==> src/rtl/mac_pkg.sv <==
// Shared types and constants for the multiply-accumulate execute stage.
package mac_pkg;

  localparam int DEF_WIDTH  = 16;
  localparam int DEF_ADDR_W = 3;

  typedef enum logic [2:0] {
    IDLE  = 3'd0,
    FETCH = 3'd1,
    MUL   = 3'd2,
    ADD   = 3'd3,
    WB    = 3'd4
  } state_t;

  function automatic int cnt_w(input int w);
    return $clog2(w) + 1;
  endfunction

endpackage

==> src/rtl/mac_execute_multiplier.sv <==
// Iterative unsigned shift-add multiplier: one multiplier bit retired per step.
module shift_add_multiplier
  import mac_pkg::*;
#(
  parameter int WIDTH = DEF_WIDTH
) (
  input  logic               clk,
  input  logic               RESET,
  input  logic               load,
  input  logic               step,
  input  logic [WIDTH-1:0]   a,
  input  logic [WIDTH-1:0]   b,
  output logic [2*WIDTH-1:0] product,
  output logic               done_mul
);

  localparam int CW = cnt_w(WIDTH);

  logic [2*WIDTH-1:0] mcand;
  logic [WIDTH-1:0]   mplier;
  logic [2*WIDTH-1:0] acc;
  logic [CW-1:0]      cnt;

  always_ff @(posedge clk) begin
    if (RESET) begin
      mcand  <= '0;
      mplier <= '0;
      acc    <= '0;
      cnt    <= '0;
    end else if (load) begin
      mcand  <= {{WIDTH{1'b0}}, a};
      mplier <= b;
      acc    <= '0;
      cnt    <= CW'(WIDTH);
    end else if (step && cnt != '0) begin
      if (mplier[0]) acc <= acc + mcand;
      mcand  <= mcand << 1;
      mplier <= mplier >> 1;
      cnt    <= cnt - CW'(1);
    end
  end

  assign product  = acc;
  // Asserted during the final step, so the FSM leaves MUL exactly as cnt hits 0.
  assign done_mul = (cnt == CW'(1));

endmodule

==> src/rtl/mac_execute.sv <==
// Execute stage: fetches three operands, computes A*B+C, writes the result back.
module mac_execute
  import mac_pkg::*;
#(
  parameter int WIDTH        = DEF_WIDTH,
  parameter int ADDR_W       = DEF_ADDR_W,
  parameter int FETCH_CYCLES = 1
) (
  input  logic              clk,
  input  logic              RESET,
  input  logic              start,
  output logic              ready,
  input  logic [ADDR_W-1:0] a_sel,
  input  logic [ADDR_W-1:0] b_sel,
  input  logic [ADDR_W-1:0] c_sel,
  input  logic [ADDR_W-1:0] dst_sel,
  output logic [ADDR_W-1:0] read_addr_A,
  output logic [ADDR_W-1:0] read_addr_B,
  output logic [ADDR_W-1:0] read_addr_C,
  input  logic [WIDTH-1:0]  read_data_A,
  input  logic [WIDTH-1:0]  read_data_B,
  input  logic [WIDTH-1:0]  read_data_C,
  output logic              write_enable,
  output logic [ADDR_W-1:0] write_addr,
  output logic [WIDTH-1:0]  write_data,
  output logic              busy,
  output logic              done,
  output logic              overflow
);

  localparam int FW = (FETCH_CYCLES > 1) ? $clog2(FETCH_CYCLES) : 1;

  state_t state_q, state_d;

  logic [ADDR_W-1:0]  a_q, b_q, c_q, dst_q;
  logic [FW-1:0]      fcnt;
  logic [WIDTH-1:0]   opc_q;
  logic [2*WIDTH-1:0] product;
  logic [2*WIDTH:0]   sum;
  logic               last_fetch, load, step, done_mul, accept;

  assign accept     = (state_q == IDLE) && start;
  assign last_fetch = (fcnt == FW'(FETCH_CYCLES - 1));
  assign load       = (state_q == FETCH) && last_fetch;
  assign step       = (state_q == MUL);
  assign sum        = {1'b0, product} + {{(WIDTH+1){1'b0}}, opc_q};

  shift_add_multiplier #(.WIDTH(WIDTH)) u_mul (
    .clk      (clk),
    .RESET    (RESET),
    .load     (load),
    .step     (step),
    .a        (read_data_A),
    .b        (read_data_B),
    .product  (product),
    .done_mul (done_mul)
  );

  always_ff @(posedge clk) begin
    if (RESET) state_q <= IDLE;
    else       state_q <= state_d;
  end

  always_comb begin
    state_d = state_q;
    case (state_q)
      IDLE:    if (start) state_d = FETCH;
      FETCH:   if (last_fetch) state_d = MUL;
      MUL:     if (done_mul) state_d = ADD;
      ADD:     state_d = WB;
      WB:      state_d = IDLE;
      default: state_d = IDLE;
    endcase
  end

  always_ff @(posedge clk) begin
    if (RESET) begin
      a_q        <= '0;
      b_q        <= '0;
      c_q        <= '0;
      dst_q      <= '0;
      fcnt       <= '0;
      opc_q      <= '0;
      write_addr <= '0;
      write_data <= '0;
      overflow   <= 1'b0;
    end else begin
      if (accept) begin
        a_q      <= a_sel;
        b_q      <= b_sel;
        c_q      <= c_sel;
        dst_q    <= dst_sel;
        fcnt     <= '0;
        overflow <= 1'b0;
      end
      if (state_q == FETCH) begin
        fcnt <= fcnt + FW'(1);
        if (last_fetch) opc_q <= read_data_C;
      end
      // Result registers load at the end of ADD so they are visible during WB.
      if (state_q == ADD) begin
        write_addr <= dst_q;
        write_data <= sum[WIDTH-1:0];
        overflow   <= |sum[2*WIDTH:WIDTH];
      end
    end
  end

  assign read_addr_A  = a_q;
  assign read_addr_B  = b_q;
  assign read_addr_C  = c_q;
  assign ready        = (state_q == IDLE);
  assign busy         = (state_q != IDLE);
  assign write_enable = (state_q == WB);
  assign done         = (state_q == WB);

endmodule

==> config.mk <==
export PLATFORM = sky130hd
export DESIGN_NAME = mac_execute
export DESIGN_NICKNAME = d
export VERILOG_FILES = /design/src/rtl/mac_pkg.sv /design/src/rtl/mac_execute_multiplier.sv /design/src/rtl/mac_execute.sv
export SDC_FILE = /design/constraint.sdc
export NUM_CORES = 1
export LEC_CHECK = 0
export BUFFER_PORTS_ARGS = -buffer_cell sky130_fd_sc_hd__buf_2
export CAP_MARGIN = 15
export CORE_ASPECT_RATIO = 1.1
export CORE_UTILIZATION = 55
export CTS_BUF_LIST = sky130_fd_sc_hd__clkbuf_8
export CTS_CLUSTER_DIAMETER = 40
export DETAILED_ROUTE_END_ITERATION = 6
export PLACE_DENSITY_LB_ADDON = 0.12
export SLEW_MARGIN = 20
export SYNTH_ARGS = -nofsm -noshare
export SYNTH_HDL_FRONTEND = slang
export SYNTH_HIERARCHICAL = 1
export SYNTH_SLANG_ARGS = --single-unit
==> constraint.sdc <==
create_clock -name clk -period 6.4 [get_ports clk]
set_input_delay 0.64 -clock clk [delete_from_list [all_inputs] [get_ports clk]]
set_output_delay 0.64 -clock clk [all_outputs]
set_load 0.02 [all_outputs]
* Yosys cells after proc, flatten, opt, wreduce, memory -nomap -nowiden
Cells that the tools add are included.
** Storage, ports and cells
- Bits in registers :: 137
- Input bits :: 63
- Logic and storage cells :: 56
** Operators by class
- Bitwise operators :: 1
- Add/subtract/negate cells :: 4
- Equality and inequality tests :: 8
- Reduce and logical (&&, ||, !) cells :: 14
- Multiplexer cells :: 13
** Operators by type and width (count)
- 16-bit 2-to-1 mux :: 4
- 32-bit by 16-bit adder with 33-bit output :: 1
- 32-bit adder :: 1
- 17-bit OR reduction :: 1
- 3-bit one-hot mux with 4 select lines :: 1
- 5-bit 2-to-1 mux :: 2
- 3-bit 2-to-1 mux :: 3
- 3-bit by 2-bit equality test with 1-bit output (second input constant) :: 2
- 2-bit inequality test (second input constant) :: 3
- 2-bit nonzero test :: 3
- 5-bit by 1-bit equality test with 1-bit output (second input constant) :: 1
- 5-bit nonzero test :: 1
- 5-bit by 1-bit subtractor with 5-bit output (second input constant) :: 1
- 2-bit AND reduction :: 2
- 3-bit by 1-bit equality test with 1-bit output (second input constant) :: 1
- 3-bit equality test (second input constant) :: 1
- 1-bit logical AND :: 3
- 3-bit zero test :: 1
- 1-bit 2-to-1 mux :: 3
- 3-bit AND reduction :: 1
- 3-bit nonzero test :: 1
- 2-bit OR reduction :: 1
- 1-bit adder (second input constant) :: 1
- 1-bit NOT :: 1

* Longest topological paths before layout
- Depth in word-level cells :: 4
- Gate-level depth with buffers :: 11
- Gate-level depth less buffers :: 10

* Modules after synthesis
Netlist, hierarchy kept.
** Modules (own cells, without submodules)
- shift_add_multiplier :: cells each 667, times used 1, sequential area each 1701.6 µm², area an instance 4908.5 µm²
- mac_execute :: cells each 460, times used 1, sequential area each 1041.0 µm², area an instance 3427.0 µm²

* Worst setup path before layout
Ideal clock, no wire load.
- Path kind :: register to register
- Start :: register u_mul.acc[9] (netlist: u_mul/product[9])
- End :: register u_mul.acc[30] (netlist: u_mul/product[30])
- Stages on the path, launching flop included :: 10
- Slack :: 3.816 ns
- Buffers on the path :: 0
- Required time :: 6.338 ns
- Clock period less this slack :: 2.584 ns
- Data arrival time :: 2.522 ns
- Cells stage by stage :: dfxtp_1 ha_1 o21a_1 nor2_1 o32a_4 a2111oi_4 o22ai_2 or4_4 a211o_1 nand3_1
** On the way
- Cells in the longest elaborated chain, start to end :: 1
** RTL lines
- from (decl) :: RTL line mac_execute_multiplier.sv:21 : logic [2*WIDTH-1:0] acc;
- from (signal assigned) :: RTL line mac_execute_multiplier.sv:36 : if (mplier[0]) acc <= acc + mcand;
- 32-bit adder :: RTL line mac_execute_multiplier.sv:36
No other way between the ends.
A chain may end at the register's enable or synchronous reset.

* Final worst setup path
- Start :: register state_q[0]
- End :: register u_mul.acc[30] (netlist: u_mul/product[30])
** On the way
- Cells in the longest elaborated chain, start to end :: 3
- Elaborated cells between the ends (all ways) :: 6
** RTL lines
- from (decl) :: RTL line mac_execute.sv:33 : state_t state_q, state_d;
- from (signal assigned) :: RTL line mac_execute.sv:61 : else state_q <= state_d;
- 3-bit by 2-bit equality test with 1-bit output / 3-bit by 1-bit equality test with 1-bit output (equally long branches) :: RTL line mac_execute.sv:45, mac_execute.sv:44
- 1-bit logical AND (on tied branches) :: RTL line mac_execute_multiplier.sv:35, mac_execute.sv:44
- 2-bit AND reduction (no line) / 2-bit OR reduction (equally long branches)
Several ways; a longest one is shown, not always the timed one.

==> flow_metrics.tcl <==
set metrics [dict create \
    synthArstFlopShare 0 \
    post-route-period-util 0.492 \
    fin_util 0.629 \
    cp-start-kind "flip-flop" \
    die_area_um2 15700 \
    yosysUniqueCellTypes 76 \
    violations "DRC" \
    via_per_inst 5.75 \
    min_delay_path_depth 3 \
    synth_area_leader_cell "dfxtp_1" \
    drt_pass1_iterations 7 \
    cts_resized 0 \
    critPathArrivalTime_ns 3.50 \
    antenna_left 0 \
    reg2reg_from "state_q[0]" \
    setup_viol 0 \
    avgSynthCellArea_um2 7.40 \
    dp.final_hpwl_um 14600 \
    post_cts_buffers 0 \
    grt_pass1_vias 7304 \
    path_cells "nand3b_1, or2_2, inv_2, buf_4, or2_2, buf_4, nor4b_1, a31oi_1, nand3_1" \
    synthToLayoutAreaGrowth_pct 10.3 \
    setup_tns_ns 0 \
    io_pins 96 \
    netlist_area_um2 8340 \
    clk_path_buf_depth 2 \
    power_frac_clock 0.385 \
    nNetsFinal 1296 \
    dp_cells 1354 \
    netlist.area_leader.share 0.329 \
    postCtsHoldBufs 0 \
    wl_um 20300 \
    worst_r2r_endpoint "u_mul/product[30]" \
    vdd_drop_max_mv 0.139 \
    synth_nets 1242 \
    status "finished, violations left" \
    min-delay-path-class "in2reg" \
    fin_crit_ns 3.15 \
    slowest_stage "inv_2" \
    max_stage_delay_ns 0.54 \
    internal_power_mw 1.35 \
    ys_seq_area_frac 0.329 \
    reg2reg_slack_ns 3.25 \
    cts_tree "built" \
    diodes 0 \
    drive_gt1_frac 0.135 \
    insertion_delay_ns 0.46 \
    route.detailed.drc 2 \
    grt_pass1_wl_um 34300 \
    timing.fmax_mhz 317 \
    via_count 7969 \
    clk_pin_slew_ns 0.08 \
    path_class "reg2reg" \
    ys_top_cells_by_area "dfxtp_1 33%, nand2_1 12%, a21oi_1 12%" \
    synth_commonest_cells "269 x nand2_1, 197 x a21oi_1, 137 x dfxtp_1, 76 x nor2_1" \
    synth_warnings 6 \
    p_per_area_nw_per_um2 206 \
    htree_levels 4 \
    die_h_um 131 \
    worstPathMaxFanout 47 \
    switching_share 0.290 \
    drv_cap 0 \
    p_sw_mw 0.549 \
    ys_ff_latch 137 \
    crit_path_end_kind "flip-flop" \
    wire_per_inst_um 14.6 \
    syn_inst 1127 \
    initial_core_util 0.570 \
    grtUsageTotal 0.269 \
    clock_skew_ns 0.00920 \
    power.leakage_nw 3.75 \
    required_ns 6.74 \
    cts_sinks 137 \
    core_um2 14600 \
    worstMarginPinSlew_ns 0.921 \
    numCtsBuffers 17 \
    pwr-share-comb 0.132 \
    drv_slew 0 \
    fin_total_pwr_mw 1.90 \
    gp_congestion 0.926 \
    synth_edf_count 0 \
    grt_max_degree 61 \
    reg2reg_depth 9 \
    min_to "u_mul/mplier[15]" \
    layoutNonFillerInstCount 1386 \
    final_hold_viol_count 0 \
    grt_overflow_total 0 \
    drt_iter0_drc 586 \
    portBuffers 95 \
    die_width_um 119 \
    pwr-share-seq 0.483 \
    cts_root_buf "clkbuf_8" \
    antenna_found_initial 0 \
    yosysMostFrequentCell "nand2_1" \
    slew_headroom 0.386 \
    rows 46 \
    hold_start "read_data_B[15]" \
    ys.flop_type "dfxtp_1" \
    rsz0062_at_grt "false" \
]
==> registers in the layout, indices dropped and copies added, names as in the netlist <==
signal / flops
dst_q: 3
state_q: 3
read_addr_B: 3
read_addr_C: 3
opc_q: 16
write_data: 16
write_addr: 3
u_mul/product: 32
read_addr_A: 3
u_mul/mplier: 16
u_mul/mcand: 32
u_mul/cnt: 5
overflow: 1
fcnt: 1
==> worst max path at each step <==
stage / startpoint / end / slack, ns / cells past startpoint
after global placement: state_q[0] / u_mul/product[30] / 3.31 / 9
after global routing: state_q[0] / u_mul/product[30] / 2.96 / 9
after CTS: state_q[0] / u_mul/product[30] / 3.25 / 9
final: state_q[0] / u_mul/product[30] / 3.25 / 9
after floorplan: u_mul/product[9] / u_mul/product[30] / 3.82 / 9
after detailed placement: state_q[0] / u_mul/product[30] / 3.26 / 9
==> logic make-up (layout without fill, tap and decap cells) <==
| kind of cell | Yosys count | in the layout | synth area share |
|---|---|---|---|
| DFF | 137 | 137 | 0.329 |
| adders and majority gates | 52 | 52 | 0.0799 |
| AOI/OAI and AO/OA | 334 | 334 | 0.244 |
| and+or+nand+nor | 476 | 476 | 0.254 |
| xor gates and xnor gates | 35 | 35 | 0.0368 |
| buffers and inverters | 85 | 152 | 0.0465 |
| muxes | 8 | 8 | 0.00961 |
==> cell usage in the layout, fill, tap and decap left out, drive strengths merged, types with 7 or more instances in the layout <==
cell / count
xnor2: 21
or2: 9
nor2: 76
o21a: 8
inv: 22
buf: 103
nand3: 26
nor3: 25
and3: 9
clkbuf: 19
a211oi: 12
a21oi: 198
xor2: 14
nand2: 269
nand4: 16
a21o: 18
and2: 8
o21ai: 40
ha: 50
mux2i: 8
dfxtp: 137
and4: 7
==> metal layers <==
metal / part of all wire / vias to the layer above / GRT usage
met5: 0 / - / 0
met3: 0.056 / 31 / 0.0469
met4: 0.017 / 0 / 0.0951
li1: - / 4081 / -
met1: 0.49 / 3610 / 0.375
met2: 0.44 / 247 / 0.414
==> final cells by class <==
type	instances	area (um2)
clock buffers	19	262
clock inverters	13	141
fillers	1382	5430
inverters	17	63.8
multi-input cells	905	5210
flip-flops and latches	137	2740
well taps	192	240
repair buffers	103	536
==> critical path: cells and delay by family (launching register included) <==
kind / cells / cell delay [ns]
compound gates: 1 / 0.16
buf+inv: 3 / 1.46
flops: 1 / 0.45
simple gates: 5 / 0.93
==> through the flow <==
step | cell area (um2) | hold slack, ns | worst slack [ns]
2_1_floorplan | 8340 | 0.432 | 3.82
3_3_place_gp | 8790 | 0.436 | 3.31
3_5_place_dp | 8790 | 0.443 | 3.26
4_1_cts | 9190 | 0.384 | 3.25
5_1_grt | 9190 | 0.394 | 2.96
6_report | 9190 | 0.406 | 3.25
==> power groups by stage <==
stage	Sequential, mW	Clock [mW]	Combinational (mW)
final	0.916	0.730	0.250
after global routing	0.921	0.781	0.284
after CTS	0.916	0.744	0.251
after detailed placement	0.936	0	0.250
after global placement	0.935	0	0.248
after floorplan	0.936	0	0.182
Note: power is estimated with default switching activity, not from simulation.
